**src/rtl/pixel_unpacker_pkg.sv**
```systemverilog
// ============================================================================
// Module  : pixel_unpacker_pkg
// Brief   : Shared byte-count constants and pixel type for pixel_unpacker.
// Revision: 1.0 - initial release
// ============================================================================
`default_nettype none

package pixel_unpacker_pkg;

    localparam int WORD_BYTES = 8;
    localparam int PIX_BYTES  = 3;
    localparam int BUF_BYTES  = 16;
    localparam int CNT_W      = 5;

    typedef logic [8*PIX_BYTES-1:0] pixel_t;

    // Reverses byte order so the first memory byte lands in the top byte.
    function automatic pixel_t swap_rgb(input pixel_t p);
        return {p[7:0], p[15:8], p[23:16]};
    endfunction

endpackage

`default_nettype wire

```
**src/rtl/pixel_unpacker_pos_counter.sv**
```systemverilog
// ============================================================================
// Module  : pix_pos_counter
// Brief   : Raster x/y position with start-of-frame / end-of-line / end-of-frame
//           decode, advanced once per consumed pixel.
// Revision: 1.0 - initial release
// ============================================================================
`default_nettype none

module pix_pos_counter
    import pixel_unpacker_pkg::*;
#(
    parameter int H_RES = 1280,
    parameter int V_RES = 720
) (
    input  logic clk,
    input  logic rst,
    input  logic sync_clr,
    input  logic advance,
    output logic sof,
    output logic eol,
    output logic eof
);

    localparam int X_W = (H_RES > 1) ? $clog2(H_RES) : 1;
    localparam int Y_W = (V_RES > 1) ? $clog2(V_RES) : 1;

    logic [X_W-1:0] r_x;
    logic [Y_W-1:0] r_y;

    assign sof = (r_x == '0) && (r_y == '0);
    assign eol = (r_x == X_W'(H_RES - 1));
    assign eof = eol && (r_y == Y_W'(V_RES - 1));

    always_ff @(posedge clk or posedge rst) begin
        if (rst) begin
            r_x <= '0;
            r_y <= '0;
        end else if (sync_clr) begin
            r_x <= '0;
            r_y <= '0;
        end else if (advance) begin
            if (eol) begin
                r_x <= '0;
                r_y <= eof ? '0 : r_y + 1'b1;
            end else begin
                r_x <= r_x + 1'b1;
            end
        end
    end

endmodule

`default_nettype wire

```
**src/rtl/pixel_unpacker.sv**
```systemverilog
// ============================================================================
// Module  : pixel_unpacker
// Brief   : Unpacks 64-bit little-endian RGB888 memory words into a framed
//           24-bit pixel stream. Define PIXEL_UNPACKER_BGR_SWAP_EN to place the
//           first memory byte in pix_data[23:16].
// Revision: 1.0 - initial release
// ============================================================================
`default_nettype none

module pixel_unpacker
    import pixel_unpacker_pkg::*;
#(
    parameter int H_RES = 1280,
    parameter int V_RES = 720
) (
    input  logic        m_axi_acp_aclk,
    input  logic        axi_reset,
    input  logic        sync_clr,
    input  logic [63:0] mm2s_data,
    input  logic        mm2s_valid,
    output logic        mm2s_ready,
    output logic [23:0] pix_data,
    output logic        pix_valid,
    input  logic        pix_ready,
    output logic        pix_sof,
    output logic        pix_eol,
    output logic        pix_eof,
    output logic        frame_done
);

    localparam int BUF_W = 8 * BUF_BYTES;
    localparam int PAD_W = 8 * (BUF_BYTES - WORD_BYTES);

    logic [BUF_W-1:0] r_buf;
    logic [CNT_W-1:0] r_cnt;
    logic             r_frame_done;

    logic             w_push;
    logic             w_pop;
    logic [CNT_W-1:0] w_base;
    logic [7:0]       w_shift;
    logic [BUF_W-1:0] w_word_ext;
    logic [BUF_W-1:0] w_mask;
    logic [BUF_W-1:0] w_buf_shift;
    logic [BUF_W-1:0] w_buf_next;
    logic [CNT_W-1:0] w_cnt_next;
    logic             w_sof;
    logic             w_eol;
    logic             w_eof;
    pixel_t           w_pixel;

    // Both handshake readiness flags come from the fill count only.
    assign mm2s_ready = (r_cnt <= CNT_W'(WORD_BYTES));
    assign pix_valid  = (r_cnt >= CNT_W'(PIX_BYTES));

    assign w_push = mm2s_valid & mm2s_ready;
    assign w_pop  = pix_valid & pix_ready;

    // New word lands right after the bytes that survive this cycle's pop.
    assign w_base      = r_cnt - (w_pop ? CNT_W'(PIX_BYTES) : CNT_W'(0));
    assign w_shift     = {w_base, 3'b000};
    assign w_word_ext  = {{PAD_W{1'b0}}, mm2s_data} << w_shift;
    assign w_mask      = {{PAD_W{1'b0}}, {(8*WORD_BYTES){1'b1}}} << w_shift;
    assign w_buf_shift = w_pop ? (r_buf >> (8 * PIX_BYTES)) : r_buf;
    assign w_buf_next  = w_push ? ((w_buf_shift & ~w_mask) | w_word_ext) : w_buf_shift;
    assign w_cnt_next  = r_cnt + (w_push ? CNT_W'(WORD_BYTES) : CNT_W'(0))
                               - (w_pop  ? CNT_W'(PIX_BYTES)  : CNT_W'(0));

    always_ff @(posedge m_axi_acp_aclk or posedge axi_reset) begin
        if (axi_reset) begin
            r_buf        <= '0;
            r_cnt        <= '0;
            r_frame_done <= 1'b0;
        end else if (sync_clr) begin
            r_cnt        <= '0;
            r_frame_done <= 1'b0;
        end else begin
            r_buf        <= w_buf_next;
            r_cnt        <= w_cnt_next;
            r_frame_done <= w_pop & w_eof;
        end
    end

    pix_pos_counter #(
        .H_RES (H_RES),
        .V_RES (V_RES)
    ) u_pos (
        .clk      (m_axi_acp_aclk),
        .rst      (axi_reset),
        .sync_clr (sync_clr),
        .advance  (w_pop),
        .sof      (w_sof),
        .eol      (w_eol),
        .eof      (w_eof)
    );

    assign w_pixel = r_buf[8*PIX_BYTES-1:0];

`ifdef PIXEL_UNPACKER_BGR_SWAP_EN
    assign pix_data = swap_rgb(w_pixel);
`else
    assign pix_data = w_pixel;
`endif

    assign pix_sof    = pix_valid & w_sof;
    assign pix_eol    = pix_valid & w_eol;
    assign pix_eof    = pix_valid & w_eof;
    assign frame_done = r_frame_done;

endmodule

`default_nettype wire

```
**config.mk**
```make
export PLATFORM = sky130hd
export DESIGN_NAME = pixel_unpacker
export DESIGN_NICKNAME = d
export VERILOG_FILES = /design/src/rtl/pixel_unpacker_pkg.sv /design/src/rtl/pixel_unpacker_pos_counter.sv /design/src/rtl/pixel_unpacker.sv
export SDC_FILE = /design/constraint.sdc
export NUM_CORES = 1
export LEC_CHECK = 0
export ABC_AREA = 1
export CORE_MARGIN = 3
export CORE_UTILIZATION = 60
export DETAILED_ROUTE_END_ITERATION = 6
export PLACE_DENSITY = 0.82
export SLEW_MARGIN = 20
export SYNTH_ARGS = -nofsm -noshare
export SYNTH_HDL_FRONTEND = slang
export SYNTH_SLANG_ARGS = --single-unit
```
**constraint.sdc**
```tcl
create_clock -name m_axi_acp_aclk -period 7 [get_ports m_axi_acp_aclk]
set_input_delay 2.1 -clock m_axi_acp_aclk [delete_from_list [all_inputs] [get_ports m_axi_acp_aclk]]
set_output_delay 2.1 -clock m_axi_acp_aclk [all_outputs]
set_load 0.02 [all_outputs]
```
After elaboration in Yosys (flattened, before gate mapping)
Cells that the tools add are included.

Register bits after elaboration: 155. Output and inout port bits: 30.

Add/sub/neg operators: 5. Order comparisons: 2. Equal/unequal tests: 2. Shift-type cells: 2. Multiplexer cells: 13. Bitwise logic cells: 9. Reductions and logical operators: 7.

Operator list (number): 128-bit 2-to-1 mux (2); 128-bit AND (1); 128-bit NOT (1); 128-bit OR (1); 64-bit by 8-bit left shift with 128-bit output (1); 64-bit by 8-bit left shift with 128-bit output (first input constant) (1); 10-bit 2-to-1 mux (4); 11-bit 2-to-1 mux (3); 11-bit by 1-bit adder with 11-bit output (second input constant) (1); 11-bit equality test (second input constant) (1); 11-bit zero test (1); 10-bit by 1-bit adder with 10-bit output (second input constant) (1); 10-bit equality test (second input constant) (1); 10-bit zero test (1); 1-bit AND (6); 5-bit by 4-bit adder with 5-bit output (1); 5-bit by 2-bit >= comparator with 1-bit output (second input constant) (1); 5-bit by 4-bit less-or-equal comparator with 1-bit output (second input constant) (1); 5-bit 2-to-1 mux (1); 5-bit by 2-bit subtractor with 5-bit output (1); 5-bit subtractor (1); 4-bit 2-to-1 mux (1); 2-bit nonzero test (2); 1-bit logical AND (2); other kinds (3) (3).

Depth between registers and ports, before layout
Depth after elaboration: 9. Gate-level depth with buffers: 19.

Modules after synthesis
From an unflattened synthesis, not the netlist that was laid out.

Cells, all modules: 2042. Area, all modules: 12375.6 um^2.

By module, submodules not included: pixel_unpacker (times used 1, cells an instance 1856, area an instance 11048.1 um^2, seq. area each 3353.2 um^2); pix_pos_counter (times used 1, cells an instance 186, area an instance 1327.5 um^2, seq. area each 525.5 um^2).

Least setup slack after synthesis
Ideal clock, no wire load.

Path type: input port to flip-flop. Start: in pix_ready. End: reg r_buf[96]. Arrival: 4.520 ns. Setup slack: 2.362 ns. Stages: 15. Cells stage by stage: nand2_1 -> inv_2 -> buf_2 -> ha_1 -> fa_1 -> clkbuf_1 -> clkbuf_1 -> buf_1 -> nand3_1 -> nand3_1 -> nand2_1 -> nand2_1 -> nand3_1 -> nor2_1 -> nor2_1.

Longest elaborated chain between the ends: 8.

Ends and longest elaborated chain: start: declaration (RTL line pixel_unpacker.sv:24) `input logic pix_ready,`; 1-bit AND * (RTL line pixel_unpacker.sv:57) `assign w_pop = pix_valid & pix_ready;`; 2-bit 2-to-1 mux (RTL line pixel_unpacker.sv:60) `assign w_base = r_cnt - (w_pop ? CNT_W'(PIX_BYTES) : CNT_W'(0));`; 5-bit subtractor (RTL line pixel_unpacker.sv:60); 64-bit by 8-bit left shift with 128-bit output (RTL line pixel_unpacker.sv:63) `assign w_mask = {{PAD_W{1'b0}}, {(8*WORD_BYTES){1'b1}}} << w_shift;`; 128-bit NOT (RTL line pixel_unpacker.sv:65) `assign w_buf_next = w_push ? ((w_buf_shift & ~w_mask) | w_word_ext) : w_buf_shift;`; 128-bit AND (RTL line pixel_unpacker.sv:65); 128-bit OR (RTL line pixel_unpacker.sv:65); 128-bit 2-to-1 mux * (RTL line pixel_unpacker.sv:65); end signal: assignment (RTL line pixel_unpacker.sv:78) `r_buf <= w_buf_next;`; end: declaration (RTL line pixel_unpacker.sv:34) `logic [BUF_W-1:0] r_buf;`.

Every way passes the cells marked *; elsewhere a longest branch is shown, timed or not. A chain may end at the register's enable or synchronous reset.

Final worst setup path
Start: in pix_ready. End: reg r_buf[18].

The elaborated chain is that of the path after synthesis.

==> impl_results.md <==
* DRC Markers at 12
* Layout cells sized above 1 at about 3.7%
* Total Neg Setup Slack at 0 ps
* Worst Path Arrival at 6080 ps
* Die height at ~150 um
* Simple-Gate Fraction of Synth Area at between 40% and 50%
* Critical path required time at roughly 7300 ps
* IO Port Bufs at around 100
* Seq/Total Area, Yosys at 31.2%
* Post-Synth XOR/XNOR Area at less than 1%
* Placer Congestion at 1.11
* Row count at 52
* Setup violators final at 0
* Clock tree buffer depth at 2
* Most used cell, CP: nand2_1
* Total track usage at 43.0%
* CTS root buffer: clkbuf_16
* Slowest-stage cell, CP: fa_1
* Compound-Gate Fraction of Synth Area at 8.95%
* Final ANT Viol Nets at 0
* Max Slew Vio Count at 0
* Drt initial violations at 2075
* TritonCTS clock tree: yes
* Largest family of logic cells by synthesized area: simple AND/OR/NAND/NOR gates
* First-pass GRT wire length at 74500 um
* Final Cycle Share at 82.0%
* Fin. Hold Viols at 0
* Synthesized cell area at 12400 um2
* Predominant post-synthesis flop cell: dfrtp_1
* CP Class: input pin to flop
* Synth Area per Inst at 5.80 um2
* Initial Util at 61.2%
* RSZ-0062 raised after global routing: no
* Ports at 99
* HP Class: flop to flop
* Ys async rst share at 100%
* Vias/cell at ~6.0
* Wire per inst at approximately 20 um
* H-tree levels at 4
* Count of hold buffers inserted by post-cts repair at 0
* Failing checks: DRC
* Maxcap violations at 0
* Die ar. at ~22000 um2
* Syn Nets at 2226
* Crit path buffers/inverters at 4
* Sequence of cells on the critical path: clkdlybuf4s50_1 > nand2_4 > inv_2 > buf_4 > fa_1 > nand2_1 > nand2_1 > nand2_1 > nand2_1 > nor2_4 > buf_4 > nand2_1 > a21oi_1 > nor2_1
* Status: finished with violations
* Layout Nets at 2220
* Total grt overflow at 0
* Hpwl dp at 34500 um
* Biggest cell delay along the critical path at 640 ps
* CP top delay family: simple AND/OR/NAND/NOR gates
* Startpoint types: input pin
* CP max FO at 53
* Clock latency on the worst-skew pair at 450 ps
* Yosys warns at 0
* Yosys cell types at 34
* Synth Area in Adders at 1.53%
* Clock buffer count from CTS at 17
* Clock slew at reported path FFs at 80 ps
* Crit end category: flop
* Core footprint at 20300 um2
* Hold slack at 530 ps
* Aggregate routed wire length at just under 50000 um
* First-pass DRT Iterations at 7
* Antenna violations before repair at 1
* Worst-margin pin slew at between 1000 and 1500 ps
* Vias in the first global route at 13.3k
* Fill count at about 1.8k
* Skew final at about 13 ps
* Die Wd at 150 um
* Tmin final at 5740 ps
* Cell count after synthesis at between 2k and 2.5k
* Number of synthesized register bits at approximately 160
* Number of flops mapped to enable cells by yosys at 0
* Gates resized, CTS repair at 0
* Max-slew headroom at 28.7%
* Post-synthesis mux area share at 0%
* Total setup buffers inserted after CTS at 0
* Max frequency at 0.174 GHz
* Largest net degree at the start of global routing at 109
* CTS sink count at 155
* Syn-to-layout area delta at 12.0%
* Vias at 14.6k
[routing by layer]
metal	up-vias	global-route usage, %	share of wire, %
li1	6734	-	-
met4	2	27.2	7.9
met3	225	10.8	12
met5	-	0	0.035
met1	6621	55.8	37
met2	1010	64.2	43
[logic make-up after synthesis]
| kind of cell | after synthesis |
|---|---|
| AND/OR/NAND/NOR | 1462 |
| XOR/XNOR | 10 |
| flip-flops | 155 |
| AO/OA/AOI/OAI | 217 |
| adder cells (fa/ha/maj) | 14 |
| buffers and inverters | 285 |
[layout by cell type (no fill, tap or decap), types with 7 or more instances in the layout]
cell type        Yosys  final
a21oi_1             80     80
buf_4               27     23
clkbuf_16            0     17
clkdlybuf4s50_1      0     98
dfrtp_1            155    155
ha_1                12     11
inv_1              131    129
inv_6                0      7
nand2_1            818    817
nand3_1            273    273
nand4_1             15     15
nor2_1             329    329
nor3_1              12     12
o21ai_0            103    103
o21ai_1             25     25
or2_2                8      8
xor2_1               8      7
[registers in the layout, indices dropped and copies added (netlist names)]
signal and flops:
u_pos.r_y 10, frame_done 1, r_cnt 5, r_buf 128, u_pos.r_x 11
[stage by stage]
| step | utilization [%] | setup slack [ps] | area, um2 | instances |
|---|---|---|---|---|
| finish | 68.5 | 1260 | 13900 | 2421 |
| global route | 68.5 | 1060 | 13900 | 2420 |
| CTS | 68.5 | 1360 | 13900 | 2420 |
| detailed placement | 65.5 | 921 | 13300 | 2388 |
| global placement | 65.5 | 1000 | 13300 | 2388 |
| floorplan | - | 722 | 12400 | 2143 |
[synth_stat cells, types with 2 or more instances]
library cell  number  area, um2
a21oi_1           80        400
buf_1             13       48.8
buf_2             40        200
buf_4             27        203
clkbuf_1          68        255
clkinv_1           2       7.51
dfrtp_1          155       3880
fa_1               2       40.0
ha_1              12        150
inv_1            131        492
inv_2              4       15.0
nand2_1          818       3070
nand3_1          273       1370
nand4_1           15       93.8
nor2_1           329       1230
nor2_2             2       12.5
nor3_1            12       60.1
o21ai_0          103        515
o21ai_1           25        125
o22ai_1            4       25.0
or2_2              8       50.1
xor2_1             8       70.1
[path summary, 6_finish.rpt]
check / start / endpoint / slack (ps) / cells after the start
hold / removal: r_buf[57]$_DFFE_PP0N_ / r_buf[57]$_DFFE_PP0N_ / 530 / 2
setup / recovery: pix_ready / r_buf[18]$_DFFE_PP0N_ / 1260 / 14
hold reg to reg: r_buf[57]$_DFFE_PP0N_ / r_buf[57]$_DFFE_PP0N_ / 530 / 2
min in group asynchronous: axi_reset / r_buf[12]$_DFFE_PP0N_ / 2150 / 2
max in group asynchronous: axi_reset / r_buf[116]$_DFFE_PP0N_ / 3710 / 3
setup reg to reg: r_cnt[2]$_DFF_PP0_ / r_buf[18]$_DFFE_PP0N_ / 2250 / 15
[area by class of cell]
type	instances	area (um2)	share of cell area [%]
multi-input cells	1703	7370	53.0
flip-flops and latches	155	3880	27.9
repair buffers	123	1190	8.58
inverters	137	524	3.77
clock buffers	18	429	3.09
well taps	270	338	2.43
clock inverters	14	175	1.26
diodes	1	2.50	0.0180
[worst register-to-register path, stage by stage, from the launching register on]
cell and delay [ps]:
dfrtp_1 570, inv_2 180, nand3_1 260, nand2_4 530, inv_2 110, buf_4 280
fa_1 640, nand2_1 190, nand2_1 70, nand2_1 130, nand2_1 130, nor2_4 510
buf_4 410, nand2_1 310, a21oi_1 250, nor2_1 60
Power is not shown: default switching activity piles up to over one toggle a cycle in this logic, so the estimate is an artifact.
